[src/rtl/param_serializer_if.sv]
// param_serializer_if
//   Groups the parallel-load handshake and the serial output of
//   param_serializer into one bundle.
//
//   Signals (direction seen from the serializer, i.e. the slave):
//     p_data      in   DATA_WIDTH  parallel word, sampled on an accepted load
//     load        in   1           load request
//     ser_en      in   1           shift enable (0 freezes the active frame)
//     load_ready  out  1           holding buffer empty, a load will be taken
//     ser_data    out  1           serial bit
//     ser_valid   out  1           ser_data carries a data bit
//     ser_last    out  1           ser_data carries the final bit of a frame
//     ser_done    out  1           one-cycle pulse after the final bit
//     busy        out  1           frame active or word held
//     fsm_state   out  1           debug view of the FSM (0 = IDLE, 1 = SHIFT)
//
//   Modports: master (the TX sequencer driving loads), slave (the serializer).
interface param_serializer_if #(
    parameter int DATA_WIDTH = 8
);
    logic [DATA_WIDTH-1:0] p_data;
    logic                  load;
    logic                  ser_en;
    logic                  load_ready;
    logic                  ser_data;
    logic                  ser_valid;
    logic                  ser_last;
    logic                  ser_done;
    logic                  busy;
    logic                  fsm_state;

    modport master (
        output p_data, load, ser_en,
        input  load_ready, ser_data, ser_valid, ser_last, ser_done, busy,
               fsm_state
    );

    modport slave (
        input  p_data, load, ser_en,
        output load_ready, ser_data, ser_valid, ser_last, ser_done, busy,
               fsm_state
    );
endinterface

[src/rtl/param_serializer.sv]
// param_serializer
//   Parametrised parallel-to-serial converter with a one-deep holding
//   buffer so consecutive frames leave back-to-back with no gap bit.
//
//   Parameters:
//     DATA_WIDTH  bits per frame (2 or more)
//     MSB_FIRST   0: bit 0 goes out first, 1: bit DATA_WIDTH-1 goes out first
//     IDLE_BIT    level on ser_data while no frame is active
//
//   Ports:
//     clk   in   single clock
//     rst   in   asynchronous, active-low reset
//     bus   slave side of param_serializer_if (handshake + serial output)
//
//   Handshake: a load is accepted on a rising edge where load=1 and
//   load_ready=1; p_data is sampled only on that edge. ser_data is a data
//   bit whenever ser_valid=1; it is consumed on each edge where ser_en=1.
//   No output depends combinationally on load, ser_en or p_data.
module param_serializer #(
    parameter int   DATA_WIDTH = 8,
    parameter bit   MSB_FIRST  = 1'b0,
    parameter logic IDLE_BIT   = 1'b0
) (
    input  logic                clk,
    input  logic                rst,
    param_serializer_if.slave   bus
);
    localparam int CW = (DATA_WIDTH > 1) ? $clog2(DATA_WIDTH) : 1;
    localparam logic [CW-1:0] CNT_LAST = CW'(DATA_WIDTH - 1);

    typedef enum logic {
        IDLE  = 1'b0,
        SHIFT = 1'b1
    } state_t;

    state_t                state;
    state_t                state_nxt;
    logic [DATA_WIDTH-1:0] sreg;
    logic [DATA_WIDTH-1:0] sreg_shift;
    logic [DATA_WIDTH-1:0] hbuf;
    logic [CW-1:0]         cnt;
    logic                  hvalid;
    logic                  done_q;

    logic in_shift;
    logic frame_end;
    logic load_acc;
    logic data_o;
    logic valid_o;
    logic last_o;

    assign in_shift  = (state == SHIFT);
    // Frame end: the final bit is on the line and is being consumed now.
    assign frame_end = in_shift && bus.ser_en && (cnt == CNT_LAST);
    assign load_acc  = bus.load && !hvalid;

    // Move the next bit toward whichever end drives ser_data.
    assign sreg_shift = MSB_FIRST ? (sreg << 1) : (sreg >> 1);

    // State register
    always_ff @(posedge clk or negedge rst) begin
        if (!rst) begin
            state <= IDLE;
        end else begin
            state <= state_nxt;
        end
    end

    // Next-state logic
    always_comb begin
        state_nxt = state;
        case (state)
            IDLE:    if (load_acc) state_nxt = SHIFT;
            // Stay in SHIFT if a held word or a bypass load chains the next frame.
            SHIFT:   if (frame_end && !hvalid && !bus.load) state_nxt = IDLE;
            default: state_nxt = IDLE;
        endcase
    end

    // Output logic
    always_comb begin
        data_o  = IDLE_BIT;
        valid_o = 1'b0;
        last_o  = 1'b0;
        if (in_shift) begin
            data_o  = MSB_FIRST ? sreg[DATA_WIDTH-1] : sreg[0];
            valid_o = 1'b1;
            last_o  = (cnt == CNT_LAST);
        end
    end

    // Datapath: shift register, bit counter, holding buffer, done pulse
    always_ff @(posedge clk or negedge rst) begin
        if (!rst) begin
            sreg   <= '0;
            cnt    <= '0;
            hbuf   <= '0;
            hvalid <= 1'b0;
            done_q <= 1'b0;
        end else begin
            done_q <= frame_end;
            case (state)
                IDLE: begin
                    if (load_acc) begin
                        sreg <= bus.p_data;
                        cnt  <= '0;
                    end
                end
                SHIFT: begin
                    if (frame_end) begin
                        // Held word wins; a coincident load is refused since
                        // load_ready is low whenever hvalid is set.
                        if (hvalid) begin
                            sreg   <= hbuf;
                            hvalid <= 1'b0;
                            cnt    <= '0;
                        end else if (bus.load) begin
                            sreg <= bus.p_data;
                            cnt  <= '0;
                        end
                    end else begin
                        if (bus.ser_en) begin
                            sreg <= sreg_shift;
                            cnt  <= cnt + CW'(1);
                        end
                        if (load_acc) begin
                            hbuf   <= bus.p_data;
                            hvalid <= 1'b1;
                        end
                    end
                end
                default: ;
            endcase
        end
    end

    assign bus.ser_data   = data_o;
    assign bus.ser_valid  = valid_o;
    assign bus.ser_last   = last_o;
    assign bus.ser_done   = done_q;
    assign bus.busy       = in_shift || hvalid;
    assign bus.load_ready = !hvalid;
    assign bus.fsm_state  = state;
endmodule

[src/flat_wrapper.sv]
// flat-port wrapper written by rule: the top's interface ports become plain ports
module param_serializer_flat 
#(
    parameter int   DATA_WIDTH = 8,
    parameter bit   MSB_FIRST  = 1'b0,
    parameter logic IDLE_BIT   = 1'b0
)
  (clk, rst, bus_p_data, bus_load, bus_ser_en, bus_load_ready, bus_ser_data, bus_ser_valid, bus_ser_last, bus_ser_done, bus_busy, bus_fsm_state);
  param_serializer_if #(.DATA_WIDTH(DATA_WIDTH)) bus_i ();
  input  logic clk;
  input  logic rst;
  input wire logic [$bits(bus_i.p_data)-1:0] bus_p_data;
  input wire logic [$bits(bus_i.load)-1:0] bus_load;
  input wire logic [$bits(bus_i.ser_en)-1:0] bus_ser_en;
  output wire logic [$bits(bus_i.load_ready)-1:0] bus_load_ready;
  output wire logic [$bits(bus_i.ser_data)-1:0] bus_ser_data;
  output wire logic [$bits(bus_i.ser_valid)-1:0] bus_ser_valid;
  output wire logic [$bits(bus_i.ser_last)-1:0] bus_ser_last;
  output wire logic [$bits(bus_i.ser_done)-1:0] bus_ser_done;
  output wire logic [$bits(bus_i.busy)-1:0] bus_busy;
  output wire logic [$bits(bus_i.fsm_state)-1:0] bus_fsm_state;
  assign bus_i.p_data = bus_p_data;
  assign bus_i.load = bus_load;
  assign bus_i.ser_en = bus_ser_en;
  assign bus_load_ready = bus_i.load_ready;
  assign bus_ser_data = bus_i.ser_data;
  assign bus_ser_valid = bus_i.ser_valid;
  assign bus_ser_last = bus_i.ser_last;
  assign bus_ser_done = bus_i.ser_done;
  assign bus_busy = bus_i.busy;
  assign bus_fsm_state = bus_i.fsm_state;
  param_serializer #(.DATA_WIDTH(DATA_WIDTH), .MSB_FIRST(MSB_FIRST), .IDLE_BIT(IDLE_BIT)) u_core (.clk(clk), .rst(rst), .bus(bus_i));
endmodule
[config.mk]
export PLATFORM = sky130hd
export DESIGN_NAME = param_serializer_flat
export DESIGN_NICKNAME = d
export VERILOG_FILES = /design/src/rtl/param_serializer_if.sv /design/src/rtl/param_serializer.sv /design/src/flat_wrapper.sv
export SDC_FILE = /design/constraint.sdc
export NUM_CORES = 1
export LEC_CHECK = 0
export CORE_MARGIN = 3
export CORE_UTILIZATION = 52
export DETAILED_ROUTE_END_ITERATION = 8
export MAX_ROUTING_LAYER = met4
export PLACE_DENSITY = 0.86
export SETUP_SLACK_MARGIN = 0.5
export SYNTH_ARGS = -nofsm -noshare
export SYNTH_HDL_FRONTEND = slang
export SYNTH_SLANG_ARGS = --single-unit
[constraint.sdc]
create_clock -name clk -period 2 [get_ports clk]
set_clock_uncertainty 0.1 [all_clocks]
set_input_delay 0.2 -clock clk [delete_from_list [all_inputs] [get_ports clk]]
set_output_delay 0.2 -clock clk [all_outputs]
set_load 0.02 [all_outputs]
==> flow_summary_export.csv <==
group,metric,value,unit
clocking,cts.clk_slew.worst_paths,140,ps
placed_design,gp_congestion,0.794,
setup_path,start_kind,"register",
run,maxCapViolCount,0,
sta,rsz0062_at_grt,"true",
synthesis,yosys_warnings,0,
sta,finalSetupTns,0,ps
clocking,cts-htree-levels,1,
global_routing,grt_usage,0.237,
layout,final_cell_mix,"21 x dfrtp_1, 12 x nand2_1, 12 x nor2_1",
sta,period_share,0.835,
setup_path,criticalPathCategory,"reg2reg",
setup_path,startpoint,"u_core.cnt[0]",
setup_path,arrival,1820,ps
synthesis,syn-cell-area,0.00116,sq mm
floorplan,initial_core_util,0.568,
floorplan,die_area,0.00283,sq mm
power,p_per_area,753,mW/mm^2
floorplan,die_h,53.2,um
clocking,cts_sinks,22,
detailed_routing,drtIter0Drc,20,
setup_path,crit_slowest_cell,"dfrtp_1",
detailed_routing,vias,965,
layout,fillers,132,
setup_path,cp_max_fo,8,
synthesis,syn_nets,126,
power,leakagePower,0.000737,uW
sta,finalHoldViolations,0,
sta,worstMarginPinSlew,293,ps
floorplan,core,0.00204,sq mm
worst_hold_path,hp-class,"in2async",
layout,syn2layout_area_growth,35.9,%
detailed_routing,drc,0,
global_routing,grt_pass1_vias,1044,
sta,slew_violations,0,
layout,diodes,0,
synthesis,yosysUniqueCellTypes,27,
detailed_routing,viasPerCell,5.71,
sta,fmax,599,MHz
placed_design,place_area,0.00140,sq mm
global_routing,antenna_found_initial,0,
setup_path,cp_data_required_time,2150,ps
sta,setup_violations,0,
setup_path,reg2reg_from,"u_core.cnt[0]",
clocking,clock-root-buffer,"clkbuf_4",
run_status,outcome,"completed",
detailed_routing,wl_per_cell,16.1,um
global_routing,gr-total-overflow,0,
power,vdd_drop_max,0.825,mV
sta,min_period,1670,ps
synthesis,avgSynthCellArea,10.4,sq um
placed_design,numPortBuffers,18,
floorplan,die_w,53.2,um
global_routing,grt_pass1_wl,4.58,mm
clocking,hold_buffers,0,
synthesis,ys_ff_latch,22,
placed_design,hpwlAfterDp,1.74,mm
global_routing,grt_max_degree,23,
layout,final_nets,157,
sta,relSlewSlack,0.804,
clocking,cts_buffer_depth,2,
synthesis,syn_inst,112,
setup_path,crit_chain,"ha_2 > ha_4 > and2_4 > a21boi_4 > nor2_1 > o31ai_2",
detailed_routing,ant_nets,0,
setup_path,critPathMaxStageDelay,410,ps
setup_path,path_buf_inv,0,
clocking,clock_latency,330,ps
layout,drive_above_1_share,0.380,
detailed_routing,drtPass1Iterations,4,
floorplan,num_io_pins,19,
setup_path,cp-end-kind,"register",
floorplan,num_rows,16,
layout,final_util,0.772,
detailed_routing,wl,2.73,mm
synthesis,seq_area_frac_synth,0.475,
setup_path,critPathTopFamily,"compound AO/OA/AOI/OAI gates",
layout,final_common_cell,"dfrtp_1",
layout,final_area,0.00158,sq mm
clocking,cts_tree,"built",
clocking,cts_buffers,3,
## cell families after synthesis
logic type | count (synthesis) | synth area share
DFF | 22 | 0.475
AOI/OAI and AO/OA | 23 | 0.183
buffers and inverters | 10 | 0.0518
muxes | 8 | 0.0777
adders and majority gates | 2 | 0.0216
and+or+nand+nor | 47 | 0.191
## where the power goes
group          internal, uW  switching [uW]
logic                   148             123
registers               520            49.7
clock network           203             144
## timing repair
| item | CTS | global route |
|---|---|---|
| pin swaps | 6 | 2 |
| setup buffers | 7 | 0 |
| resized for setup | 40 | 1 |
| setup endpoints to repair | 27 | 24 |
| cloned | 2 | 0 |
## final timing paths
kind                            slack, ps             end  cells past startpoint
max in group asynchronous            1450  u_core.sreg[6]                      2
worst max register to register        330  u_core.sreg[3]                      6
worst max-delay path                  330  u_core.sreg[3]                      6
worst min register to register        400  u_core.sreg[3]                      2
min in group clk                      390  u_core.sreg[1]                      3
worst min-delay path                  110  u_core.sreg[7]                      2
## layout make-up
class                   count  area [sq um]  share of cell area
well taps                  27          33.8              0.0214
clock buffers               3          22.5              0.0143
repair buffers             34           319               0.202
inverters                   2          7.51             0.00476
multi-input cells          80           612               0.388
flip-flops and latches     22           552               0.350
clock inverters             1          30.0              0.0190
## routing by layer
layer / track usage / vias up / wire [um] / share of wire
met2: 0.439 / 38 / 1420 / 0.52
met3: 0.0423 / 9 / 157 / 0.058
met5: - / - / 0 / 0
met4: 0.102 / 0 / 71 / 0.026
met1: 0.241 / 472 / 1080 / 0.40
li1: - / 446 / - / -
## state kept, by name (all words and copies together) (netlist names)
register and flops:
u_core.cnt 3, u_core.bus.ser_done 1, u_core.sreg 8, u_core.hbuf 8
u_core.hvalid 1, u_core.bus.fsm_state 1
## synthesized netlist by cell type
master,count,area [sq um]
a21boi_4,1,18.8
nor2_1,14,52.6
nand3_2,1,10.0
a21o_1,1,7.51
nor3_1,8,40.0
nand2b_1,2,12.5
and3_1,2,12.5
buf_4,3,22.5
and2_1,3,18.8
o21a_1,7,52.6
inv_1,2,7.51
dfrtp_1,22,551
nor2b_2,1,8.76
or2_2,2,12.5
o221ai_2,1,15.0
mux2_2,8,90.1
o22ai_1,1,6.26
nand3_1,1,5.00
o31ai_2,7,87.6
o21ai_1,2,10.0
buf_6,1,11.3
buf_2,3,15.0
a21oi_1,1,5.00
o21ai_0,2,10.0
ha_1,2,25.0
clkbuf_1,1,3.75
nand2_1,13,48.8
## worst reg2reg max path, delay by kind of cell (launching register included)
family                   cells  cell delay (ps)
adder cells (fa/ha/maj)      2              370
AO/OA/AOI/OAI                2              450
AND/OR/NAND/NOR              2              290
flip-flops                   1              410
## metrics by stage
stage          instances  total power [uW]  hold slack (ps)  worst slack [ps]
5_1_grt              169              1240              112               244
4_1_cts              169              1190              120               319
2_1_floorplan        112               728             -196               403
3_3_place_gp         156               798              358               265
3_5_place_dp         156               821              374               239
6_report             169              1190              111               330
Power figures use the tool's default switching activity.
